<file path="src/rtl/raster_pkg.sv">
// Shared types and helpers for the raster traversal scheduler.
// Contents:
//   COORD_W/EDGE_W/DELTA_W/AREA_W : datapath widths.
//   walker_state_t                : traversal FSM states.
//   frag_t                        : fragment record handed to the interpolator.
//   edges_inside()                : pixel-inside test on three edge values.
//   sext_delta()                  : sign-extends a per-pixel delta to accumulator width.
package raster_pkg;

  localparam int COORD_W = 12;
  localparam int EDGE_W  = 25;
  localparam int DELTA_W = 17;
  localparam int AREA_W  = 24;

  typedef enum logic [1:0] {
    IDLE = 2'd0,
    WALK = 2'd1,
    DONE = 2'd2
  } walker_state_t;

  typedef struct packed {
    logic signed [COORD_W-1:0] x;
    logic signed [COORD_W-1:0] y;
    logic signed [EDGE_W-1:0]  w0;
    logic signed [EDGE_W-1:0]  w1;
    logic signed [EDGE_W-1:0]  w2;
    logic [AREA_W-1:0]         area;
  } frag_t;

  // A pixel is inside when every edge value is non-negative; zero counts as inside.
  function automatic logic edges_inside(input logic signed [EDGE_W-1:0] w0,
                                        input logic signed [EDGE_W-1:0] w1,
                                        input logic signed [EDGE_W-1:0] w2);
    return !(w0[EDGE_W-1] | w1[EDGE_W-1] | w2[EDGE_W-1]);
  endfunction

  function automatic logic signed [EDGE_W-1:0] sext_delta(input logic signed [DELTA_W-1:0] d);
    return {{(EDGE_W-DELTA_W){d[DELTA_W-1]}}, d};
  endfunction

endpackage

</file>
<file path="src/rtl/edge_stepper.sv">
// One edge-function accumulator pair for the raster walker.
// Ports:
//   clk       : clock.
//   load      : capture start value and deltas (row and current both = start).
//   step_col  : advance one pixel in x (cur += dl_col).
//   step_row  : wrap to next row (row += dl_row, cur = new row).
//   start     : edge value at the first pixel of the box.
//   dl_col    : signed delta per +1 x.
//   dl_row    : signed delta per +1 y.
//   cur       : edge value at the pixel being evaluated.
// Holds no control state, so it carries no reset; the walker FSM decides
// when its contents are meaningful. Arithmetic wraps modulo 2^EDGE_W.
module edge_stepper
  import raster_pkg::*;
(
  input  logic                      clk,
  input  logic                      load,
  input  logic                      step_col,
  input  logic                      step_row,
  input  logic signed [EDGE_W-1:0]  start,
  input  logic signed [DELTA_W-1:0] dl_col,
  input  logic signed [DELTA_W-1:0] dl_row,
  output logic signed [EDGE_W-1:0]  cur
);

  logic signed [EDGE_W-1:0] row_p0;
  logic signed [EDGE_W-1:0] cur_p0;
  logic signed [EDGE_W-1:0] dcol_p0;
  logic signed [EDGE_W-1:0] drow_p0;
  logic signed [EDGE_W-1:0] row_next;

  assign row_next = row_p0 + drow_p0;

  always_ff @(posedge clk) begin
    if (load) begin
      row_p0  <= start;
      cur_p0  <= start;
      dcol_p0 <= sext_delta(dl_col);
      drow_p0 <= sext_delta(dl_row);
    end else if (step_row) begin
      // Start of the next row is the saved row origin plus one row delta.
      row_p0 <= row_next;
      cur_p0 <= row_next;
    end else if (step_col) begin
      cur_p0 <= cur_p0 + dcol_p0;
    end
  end

  assign cur = cur_p0;

endmodule

</file>
<file path="src/rtl/raster_walker.sv">
// Raster traversal scheduler: takes one triangle setup packet, walks the
// bounding box row-major at one pixel per cycle and emits covered,
// on-screen fragments with valid/busy backpressure.
// Ports:
//   clock_i, reset_i            : clock, synchronous active-high reset.
//   area_i                      : twice triangle area (20.4 unsigned).
//   dl_w*_col_i / dl_w*_row_i   : signed per-pixel / per-row edge deltas.
//   w*_row_i                    : edge values at (x_min, y_min).
//   x_min_i..y_max_i            : signed pixel bounding box.
//   valid_i / busy_o            : setup packet handshake.
//   frag_*_o, valid_o / busy_i  : fragment output handshake.
//   tri_done_o                  : one-cycle pulse at end of each triangle.
module raster_walker
  import raster_pkg::*;
#(
  parameter int SCREEN_W = 640,
  parameter int SCREEN_H = 480
) (
  input  logic                      clock_i,
  input  logic                      reset_i,
  input  logic [AREA_W-1:0]         area_i,
  input  logic signed [DELTA_W-1:0] dl_w0_col_i,
  input  logic signed [DELTA_W-1:0] dl_w1_col_i,
  input  logic signed [DELTA_W-1:0] dl_w2_col_i,
  input  logic signed [DELTA_W-1:0] dl_w0_row_i,
  input  logic signed [DELTA_W-1:0] dl_w1_row_i,
  input  logic signed [DELTA_W-1:0] dl_w2_row_i,
  input  logic signed [EDGE_W-1:0]  w0_row_i,
  input  logic signed [EDGE_W-1:0]  w1_row_i,
  input  logic signed [EDGE_W-1:0]  w2_row_i,
  input  logic signed [COORD_W-1:0] x_min_i,
  input  logic signed [COORD_W-1:0] y_min_i,
  input  logic signed [COORD_W-1:0] x_max_i,
  input  logic signed [COORD_W-1:0] y_max_i,
  input  logic                      valid_i,
  output logic                      busy_o,
  output logic signed [COORD_W-1:0] frag_x_o,
  output logic signed [COORD_W-1:0] frag_y_o,
  output logic signed [EDGE_W-1:0]  frag_w0_o,
  output logic signed [EDGE_W-1:0]  frag_w1_o,
  output logic signed [EDGE_W-1:0]  frag_w2_o,
  output logic [AREA_W-1:0]         frag_area_o,
  output logic                      valid_o,
  input  logic                      busy_i,
  output logic                      tri_done_o
);

  localparam logic signed [COORD_W-1:0] SCR_W = COORD_W'(SCREEN_W);
  localparam logic signed [COORD_W-1:0] SCR_H = COORD_W'(SCREEN_H);

  walker_state_t state;

  logic signed [COORD_W-1:0] x_p0, y_p0;
  logic signed [COORD_W-1:0] x_min_p0, x_max_p0, y_max_p0;
  logic [AREA_W-1:0]         area_p0;
  logic signed [EDGE_W-1:0]  w0_p0, w1_p0, w2_p0;

  frag_t frag_p1;
  logic  vld_p1;

  logic accept, load, on_screen, covered, stall, advance;
  logic at_x_end, at_y_end, step_col, step_row;

  assign accept = (state == IDLE) && valid_i;
  // Zero-area triangles skip the walk, so the steppers need not load.
  assign load   = accept && (area_i != '0);

  // Pixel evaluation on the current walk position
  assign on_screen = !x_p0[COORD_W-1] && (x_p0 < SCR_W) &&
                     !y_p0[COORD_W-1] && (y_p0 < SCR_H);
  assign covered   = (state == WALK) && on_screen && edges_inside(w0_p0, w1_p0, w2_p0);

  // Only a covered pixel needs the output slot, so uncovered pixels keep
  // walking even while downstream is stalled.
  assign stall   = covered && vld_p1 && busy_i;
  assign advance = (state == WALK) && !stall;

  assign at_x_end = (x_p0 == x_max_p0);
  assign at_y_end = (y_p0 == y_max_p0);
  assign step_col = advance && !at_x_end;
  assign step_row = advance && at_x_end && !at_y_end;

  edge_stepper u_e0 (
    .clk(clock_i), .load(load), .step_col(step_col), .step_row(step_row),
    .start(w0_row_i), .dl_col(dl_w0_col_i), .dl_row(dl_w0_row_i), .cur(w0_p0)
  );
  edge_stepper u_e1 (
    .clk(clock_i), .load(load), .step_col(step_col), .step_row(step_row),
    .start(w1_row_i), .dl_col(dl_w1_col_i), .dl_row(dl_w1_row_i), .cur(w1_p0)
  );
  edge_stepper u_e2 (
    .clk(clock_i), .load(load), .step_col(step_col), .step_row(step_row),
    .start(w2_row_i), .dl_col(dl_w2_col_i), .dl_row(dl_w2_row_i), .cur(w2_p0)
  );

  always_ff @(posedge clock_i) begin
    if (reset_i) begin
      state  <= IDLE;
      vld_p1 <= 1'b0;
    end else begin
      unique case (state)
        IDLE:    if (valid_i) state <= (area_i == '0) ? DONE : WALK;
        WALK:    if (advance && at_x_end && at_y_end) state <= DONE;
        DONE:    state <= IDLE;
        default: state <= IDLE;
      endcase

      if (covered && !stall) vld_p1 <= 1'b1;
      else if (!busy_i)      vld_p1 <= 1'b0;
    end
  end

  always_ff @(posedge clock_i) begin
    if (accept) begin
      x_p0     <= x_min_i;
      y_p0     <= y_min_i;
      x_min_p0 <= x_min_i;
      x_max_p0 <= x_max_i;
      y_max_p0 <= y_max_i;
      area_p0  <= area_i;
    end else if (step_row) begin
      x_p0 <= x_min_p0;
      y_p0 <= y_p0 + 12'sd1;
    end else if (step_col) begin
      x_p0 <= x_p0 + 12'sd1;
    end

    // Output register stage
    if (covered && !stall) begin
      frag_p1.x    <= x_p0;
      frag_p1.y    <= y_p0;
      frag_p1.w0   <= w0_p0;
      frag_p1.w1   <= w1_p0;
      frag_p1.w2   <= w2_p0;
      frag_p1.area <= area_p0;
    end
  end

  assign busy_o      = (state != IDLE);
  assign tri_done_o  = (state == DONE);
  assign valid_o     = vld_p1;
  assign frag_x_o    = frag_p1.x;
  assign frag_y_o    = frag_p1.y;
  assign frag_w0_o   = frag_p1.w0;
  assign frag_w1_o   = frag_p1.w1;
  assign frag_w2_o   = frag_p1.w2;
  assign frag_area_o = frag_p1.area;

endmodule

</file>
<file path="config.mk">
export PLATFORM = sky130hd
export DESIGN_NAME = raster_walker
export DESIGN_NICKNAME = d
export VERILOG_FILES = /design/src/rtl/raster_pkg.sv /design/src/rtl/edge_stepper.sv /design/src/rtl/raster_walker.sv
export SDC_FILE = /design/constraint.sdc
export NUM_CORES = 1
export LEC_CHECK = 0
export ABC_AREA = 1
export CAP_MARGIN = 20
export CORE_MARGIN = 5
export CORE_UTILIZATION = 48
export CTS_CLUSTER_DIAMETER = 120
export CTS_CLUSTER_SIZE = 8
export DETAILED_ROUTE_END_ITERATION = 10
export GPL_TIMING_DRIVEN = 0
export MAX_ROUTING_LAYER = met4
export PLACE_DENSITY = 0.71
export SYNTH_ARGS = -nofsm -noshare
export SYNTH_HDL_FRONTEND = slang
export SYNTH_SLANG_ARGS = --single-unit
</file>
<file path="constraint.sdc">
create_clock -name clock_i -period 9.3 [get_ports clock_i]
set_input_delay 1.395 -clock clock_i [delete_from_list [all_inputs] [get_ports clock_i]]
set_output_delay 1.395 -clock clock_i [all_outputs]
set_load 0.01 [all_outputs]
</file>
==> results of run 1 <==
-- cells in the final DEF, fill, tap and decap left out, types with 3 or more instances in the layout --
cell and count:
nand3_1 231, or2_2 15, nor3_1 13, diode_2 7, xor2_1 41, a21oi_1 117
o21ai_0 65, nor2_2 6, ha_1 146, nor2_1 275, o21bai_1 17, nand3b_1 32
nor4_1 4, buf_4 6, and2_1 15, buf_2 29, buf_12 3, clkdlybuf4s50_1 378
fa_1 6, o21ai_1 3, buf_6 5, clkbuf_16 68, nand4_1 47, nand2_1 1227
inv_1 449, o211ai_2 15, edfxtp_1 459, buf_16 6, inv_2 5, clkbuf_1 13
xnor2_1 45, dfxtp_1 3
-- flip-flops by register name (all words and copies together), names as in the netlist, 17 cells and up --
register	count
u_e1.dcol_p0	17
u_e0.row_p0	25
u_e0.dcol_p0	17
frag_w2_o	25
frag_w1_o	25
u_e2.dcol_p0	17
u_e1.row_p0	25
frag_area_o	24
u_e0.cur	25
u_e1.drow_p0	17
u_e2.drow_p0	17
u_e2.row_p0	25
u_e1.cur	25
area_p0	24
frag_w0_o	25
u_e2.cur	25
u_e0.drow_p0	17
-- per-layer routing --
metal | track usage [%] | wire [µm] | vias up
met5 | - | 0 | -
met4 | 7.84 | 2500 | 0
met3 | 5.05 | 6560 | 132
met2 | 47.8 | 43700 | 833
met1 | 39.1 | 39400 | 11100
li1 | - | - | 11700
-- critical path, cell delays in order --
cell and delay (ps):
clkdlybuf4s50_1 430, nor2_1 110, nand2_1 80, nor2_1 180
nand3_1 170, nand2_1 210, buf_2 410, buf_4 280
buf_2 320, nor2_1 80, nor2_1 260, nand2_1 120
-- power groups by stage --
stage / clock, mW / combinational [mW] / sequential [mW]
4_1_cts: 2.26 / 2.84 / 2.87
3_3_place_gp: 0 / 2.78 / 2.91
5_1_grt: 2.35 / 3.22 / 2.89
2_1_floorplan: 0 / 1.99 / 2.82
3_5_place_dp: 0 / 2.82 / 2.91
6_report: 2.23 / 2.88 / 2.88
-- how the worst min path moves through the flow --
stage / start / endpoint / slack (ps) / cells after the start
2_1_floorplan: area_p0[0] / frag_area_o[0] / 400 / 0
3_3_place_gp: area_p0[2] / frag_area_o[2] / 400 / 0
3_5_place_dp: area_p0[11] / frag_area_o[11] / 400 / 0
4_1_cts: area_p0[9] / frag_area_o[9] / 420 / 0
5_1_grt: area_p0[11] / frag_area_o[11] / 420 / 0
6_report: area_p0[6] / frag_area_o[6] / 420 / 0
-- stage by stage --
step | hold slack, ps | util (%) | TNS (ps)
2_1_floorplan | 400 | - | 0
3_3_place_gp | 400 | 56.9 | -371650
3_5_place_dp | 405 | 57.4 | 0
4_1_cts | 416 | 60.6 | 0
5_1_grt | 419 | 60.7 | 0
6_report | 416 | 60.7 | 0
-- cells by family (layout without fill, tap and decap cells) --
family,count (synthesis),in the layout,synth area share (%)
buffers and inverters,502,971,7.18
AOI/OAI and AO/OA,223,223,4.66
adders and majority gates,152,152,7.08
DFF,462,462,50.3
other,0,7,0
and+or+nand+nor,1873,1873,28.0
xor gates and xnor gates,86,86,2.74
-- final cells by class --
cell class	instances	share of cell area (%)
flip-flops and latches	462	40.3
clock buffers	75	5.03
repair buffers	387	11.7
plain buffers	47	0.805
multi-input cells	2334	34.1
well taps	756	2.75
diodes	7	0.0510
clock inverters	7	0.335
inverters	455	4.97
-- synthesized netlist by cell type (4+ instances only) --
cell type     n  area share [%]
ha_1        146             6.6
a21oi_1     118             2.1
o21ai_0      65             1.2
o21bai_1     17            0.46
buf_4         6            0.16
nor4_1        4           0.091
nor2_1      275             3.8
o211ai_2     15            0.68
nand3b_1     32            0.87
nand3_1     231             4.2
inv_1       449             6.1
inv_2         5           0.068
fa_1          6            0.44
nand4_1      47             1.1
xnor2_1      45             1.4
buf_6         4            0.16
nand2_1    1227              17
clkbuf_1      7           0.096
xor2_1       41             1.3
or2_2        16            0.36
nor3_1       13            0.24
nor2_2        6            0.14
and2_1       15            0.34
buf_2        30            0.55
edfxtp_1    459              50
==> impl_metrics.env, run 1 <==
export IMPL_worst_setup_path_type="input port to flop"
export IMPL_crit_start="area_i[19]"
export IMPL_worstPathArrival_ps=4040
export IMPL_final_max_slew_viol_count=0
export IMPL_worst_path_max_fanout=10
export IMPL_ys_ff_latch=462
export IMPL_ys_seq_area_share_pct=50.3
export IMPL_p_per_area_nw_per_um2=232
export IMPL_p_int_mw=5.02
export IMPL_p_leak_nw=15.5
export IMPL_cts_tree="built"
export IMPL_drc=0
export IMPL_synthArstFlopShare_pct=0
export IMPL_cp_end_kind="flop"
export IMPL_slew_headroom_pct=45.3
export IMPL_io_buffers=378
export IMPL_cts_root_buffer="clkbuf_16"
export IMPL_grt_pass1_vias=22900
export IMPL_die_y_um=249
export IMPL_clock_path_buffers=3
export IMPL_seq_area_um2=13800
export IMPL_fillers=5109
export IMPL_startpoint_type="input port"
export IMPL_switching_share_pct=37.1
export IMPL_placed_cell_area_um2=32500
export IMPL_drive_above_1_share_pct=4.51
export IMPL_ant_nets=0
export IMPL_power_mw=7.99
export IMPL_avgViaCountPerCell=5.24
export IMPL_seqPwrFrac_pct=36.0
export IMPL_setup_viol=0
export IMPL_dr_pass1_iters=6
export IMPL_combPwrFrac_pct=36.1
export IMPL_syn_num_nets=3703
export IMPL_synth_edff_count=459
export IMPL_coreArea_um2=56600
export IMPL_fp_dieW_um=249
export IMPL_fp_row_count=87
export IMPL_post_cts_resized=0
export IMPL_tightest_slew_ps=821
export IMPL_p_sw_mw=2.96
export IMPL_io_pins=379
export IMPL_clock_power_share_pct=27.9
export IMPL_synth_area_um2=27500
export IMPL_final_nets=4159
export IMPL_synth_avg_cell_area_um2=8.34
export IMPL_cts_buffers=67
export IMPL_gp_congestion=0.998
export IMPL_h_tree_depth=3
export IMPL_fmax_mhz=270
export IMPL_holdBufCountCts=0
export IMPL_ys_flop_type="edfxtp_1"
export IMPL_hold_viol=0
export IMPL_routed_wl_um=92200
export IMPL_min_period_over_period_pct=39.8
export IMPL_fin_cells=4530
export IMPL_synth_cells=3298
export IMPL_timing_final_ws_setup_ps=5600
export IMPL_hp_class="flop to flop"
export IMPL_clock_latency_ps=610
export IMPL_grt_max_degree=92
export IMPL_start_util_pct=48.6
export IMPL_maxCapViolations=0
export IMPL_wl_per_cell_um=20.3
export IMPL_reg2reg_to="x_p0[1]"
export IMPL_synthToLayoutAreaGrowth_pct=24.9
export IMPL_grt_util_all_layers_pct=29.5
export IMPL_multiInputGateArea_um2=11700
export IMPL_status="completed"
export IMPL_overflow=0
export IMPL_rsz0062_at_grt="no"
export IMPL_place_hpwl_um=71400
export IMPL_r2r_start="x_p0[5]"
export IMPL_reg2reg_depth=12
export IMPL_cp_required_ps=9640
export IMPL_synthDistinctLibCells=37
export IMPL_place_ws_ps=5050
export IMPL_stdcell_area_um2=34300
export IMPL_antenna_found_initial=8
export IMPL_die_area_um2=62200
export IMPL_yosys_warnings=0
export IMPL_ir_drop_v=0.000152
export IMPL_dpl_cell_count=4441
export IMPL_clkTransAtPathRegs_ps=50
export IMPL_r2r_slack_ps=6170
export IMPL_final_setup_skew_ps=23.3
export IMPL_vias=23700
export IMPL_cts_sinks=462
export IMPL_grt_first_pass_wirelength_um=136000
export IMPL_crit_end="u_e2.cur[12]"
export IMPL_cts_setup_buffers=0
export IMPL_drtIter0Drc=2047
export IMPL_min_period_ps=3700
(Power assumes the default switching activity.)
==> run 2: changes to the inputs <==
--- a/config.mk
+++ b/config.mk
@@ -14,7 +14,7 @@
 export DETAILED_ROUTE_END_ITERATION = 10
 export GPL_TIMING_DRIVEN = 0
 export MAX_ROUTING_LAYER = met4
-export PLACE_DENSITY = 0.71
+export PLACE_DENSITY = 0.74
 export SYNTH_ARGS = -nofsm -noshare
 export SYNTH_HDL_FRONTEND = slang
 export SYNTH_SLANG_ARGS = --single-unit
==> constraint.sdc (replaced) <==
create_clock -name clock_i -period 3.08 [get_ports clock_i]
set_input_delay 0.462 -clock clock_i [delete_from_list [all_inputs] [get_ports clock_i]]
set_output_delay 0.462 -clock clock_i [all_outputs]
set_load 0.01 [all_outputs]
==> run 2 against run 1 <==
Non-clock buffer count is 2 higher. Setup slack worse by 5400 ps. Clock power rose to 3.0 times the previous value. Routed wire length is essentially flat. Largest cell class unchanged. Highest routed layer unchanged.
==> impl_metrics.env, run 2 (synthesis gave the netlist of run 1 again) <==
export IMPL_worst_path_max_fanout=10
export IMPL_fmax_mhz=352
export IMPL_die_y_um=249
export IMPL_crit_chain="clkdlybuf4s50_1 -> nor2_1 -> nand2_1 -> nor2_1 -> nand3_1 -> nand2_1 -> buf_2 -> buf_4 -> buf_2 -> nor2_1 -> nor2_1 -> nand2_1"
export IMPL_critPathBufInv=4
export IMPL_place_hpwl_um=70900
export IMPL_final_core_util_pct=60.7
export IMPL_cts_tree="built"
export IMPL_tightest_slew_ps=948
export IMPL_grt_first_pass_wirelength_um=137000
export IMPL_worstPathArrival_ps=3170
export IMPL_worst_setup_path_type="input port to flop"
export IMPL_gr_max_usage_layer="met2"
export IMPL_start_util_pct=48.6
export IMPL_final_setup_skew_ps=26.0
export IMPL_final_max_slew_viol_count=0
export IMPL_p_leak_nw=15.5
export IMPL_coreArea_um2=56600
export IMPL_crit_family="buffers and inverters"
export IMPL_cts_root_buffer="clkbuf_16"
export IMPL_hold_viol=0
export IMPL_timing_final_ws_setup_ps=243
export IMPL_io_pins=379
export IMPL_dr_pass1_iters=6
export IMPL_p_per_area_nw_per_um2=702
export IMPL_place_ws_ps=-311
export IMPL_dpl_cell_count=4441
export IMPL_final_common_cell="nand2_1"
export IMPL_setup_viol=0
export IMPL_vias=23900
export IMPL_cp_required_ps=3410
export IMPL_grt_util_all_layers_pct=29.6
export IMPL_ant_nets=0
export IMPL_drc=0
export IMPL_grt_use_met2_pct=46.9
export IMPL_min_period_ps=2840
export IMPL_hp_class="input port to flop"
export IMPL_antenna_found_initial=12
export IMPL_use_met3_pct=5.72
export IMPL_cpPeakStageDelay_ps=450
export IMPL_drtIter0Drc=1971
export IMPL_mostFrequentLayoutCells="nand2_1, edfxtp_1, inv_1, clkdlybuf4s50_1, nor2_1"
export IMPL_slew_headroom_pct=36.8
export IMPL_ir_drop_v=0.000427
export IMPL_routed_wl_um=92200
export IMPL_use_met1_pct=38.9
export IMPL_h_tree_depth=3
export IMPL_cpMaxStageDelayCell="clkdlybuf4s50_1"
export IMPL_cts_buffers=67
export IMPL_synthToLayoutAreaGrowth_pct=25.0
export IMPL_clkTransAtPathRegs_ps=50
export IMPL_hold_slack_ps=406
export IMPL_min_period_over_period_pct=92.1
export IMPL_grt_max_degree=89
export IMPL_drive_above_1_share_pct=4.62
export IMPL_avgViaCountPerCell=5.27
export IMPL_fp_row_count=87
export IMPL_holdBufCountCts=0
export IMPL_final_nets=4161
export IMPL_fp_dieW_um=249
export IMPL_fin_cells=4534
export IMPL_power_mw=24.1
export IMPL_maxCapViolations=0
export IMPL_io_buffers=378
export IMPL_gp_congestion=0.982
export IMPL_clock_latency_ps=610
export IMPL_wl_per_cell_um=20.3
export IMPL_clock_path_buffers=3
export IMPL_die_area_um2=62200
export IMPL_cpMostUsedCell="nor2_1"
export IMPL_overflow=0
export IMPL_cts_sinks=462
export IMPL_status="completed"
export IMPL_startpoint_type="input port"
export IMPL_grt_pass1_vias=22900
export IMPL_cp_end_kind="flop"
export IMPL_rsz0062_at_grt="no"
==> run 2: cell types whose count changed in the layout (fill, tap and decap cells not counted) <==
| cell | delta |
|---|---|
| or2_1 | -1 |
| clkbuf_1 | +1 |
| nand2_2 | +1 |
| buf_4 | +2 |
| or2_4 | +1 |
| nand2_1 | -1 |
| diode_2 | +1 |
==> run 2: cell type report <==
class	count	area, µm²
flip-flops and latches	462	13800
diodes	8	20.0
clock inverters	7	115
multi-input cells	2334	11700
plain buffers	47	277
fillers	5041	22200
repair buffers	389	4020
clock buffers	76	1730
inverters	455	1710
well taps	756	946
==> run 2: path summary, 6_finish.rpt <==
kind	from	to	slack (ps)	cells past startpoint
worst max-delay path	area_i[23]	u_e2.cur[12]	240	12
worst min-delay path	dl_w0_row_i[14]	u_e0.drow_p0[14]	410	1
worst max register to register	u_e0.cur[24]	x_p0[6]	260	11
worst min register to register	area_p0[20]	frag_area_o[20]	410	0
==> run 2: through the flow <==
stage | setup TNS, ps | area, µm²
after floorplan | -50760 | 27500
after global placement | -605730 | 32200
after detailed placement | -33860 | 32500
after CTS | 0 | 34300
after global routing | 0 | 34400
final | 0 | 34400
==> run 2: report_power, final <==
part	total (mW)	internal [mW]	switching (mW)
clock	6.73	3.97	2.77
combinational	8.71	3.07	5.64
sequential	8.69	8.14	0.544
==> run 2: per-layer routing <==
metal  wire length (µm)  part of all wire [%]
met1              39300                    43
met2              43000                    47
met3               6950                   7.5
met4               2930                   3.2
met5                  0                     0
==> run 2: what timing repair did <==
| item | in CTS | in global routing |
|---|---|---|
| pin swaps | 0 | 0 |
| endpoints found under the setup margin | 12 | 36 |
| endpoints found under the hold margin | 0 | 0 |
| resized for setup | 1 | 1 |
| cloned | 0 | 0 |
| buffers inserted | 0 | 2 |
==> run 2: worst register-to-register path: cells and delay by family, from the launching register on <==
family / cells / cell delay [ps]
buf+inv: 2 / 350
flops: 1 / 660
simple gates: 9 / 1500
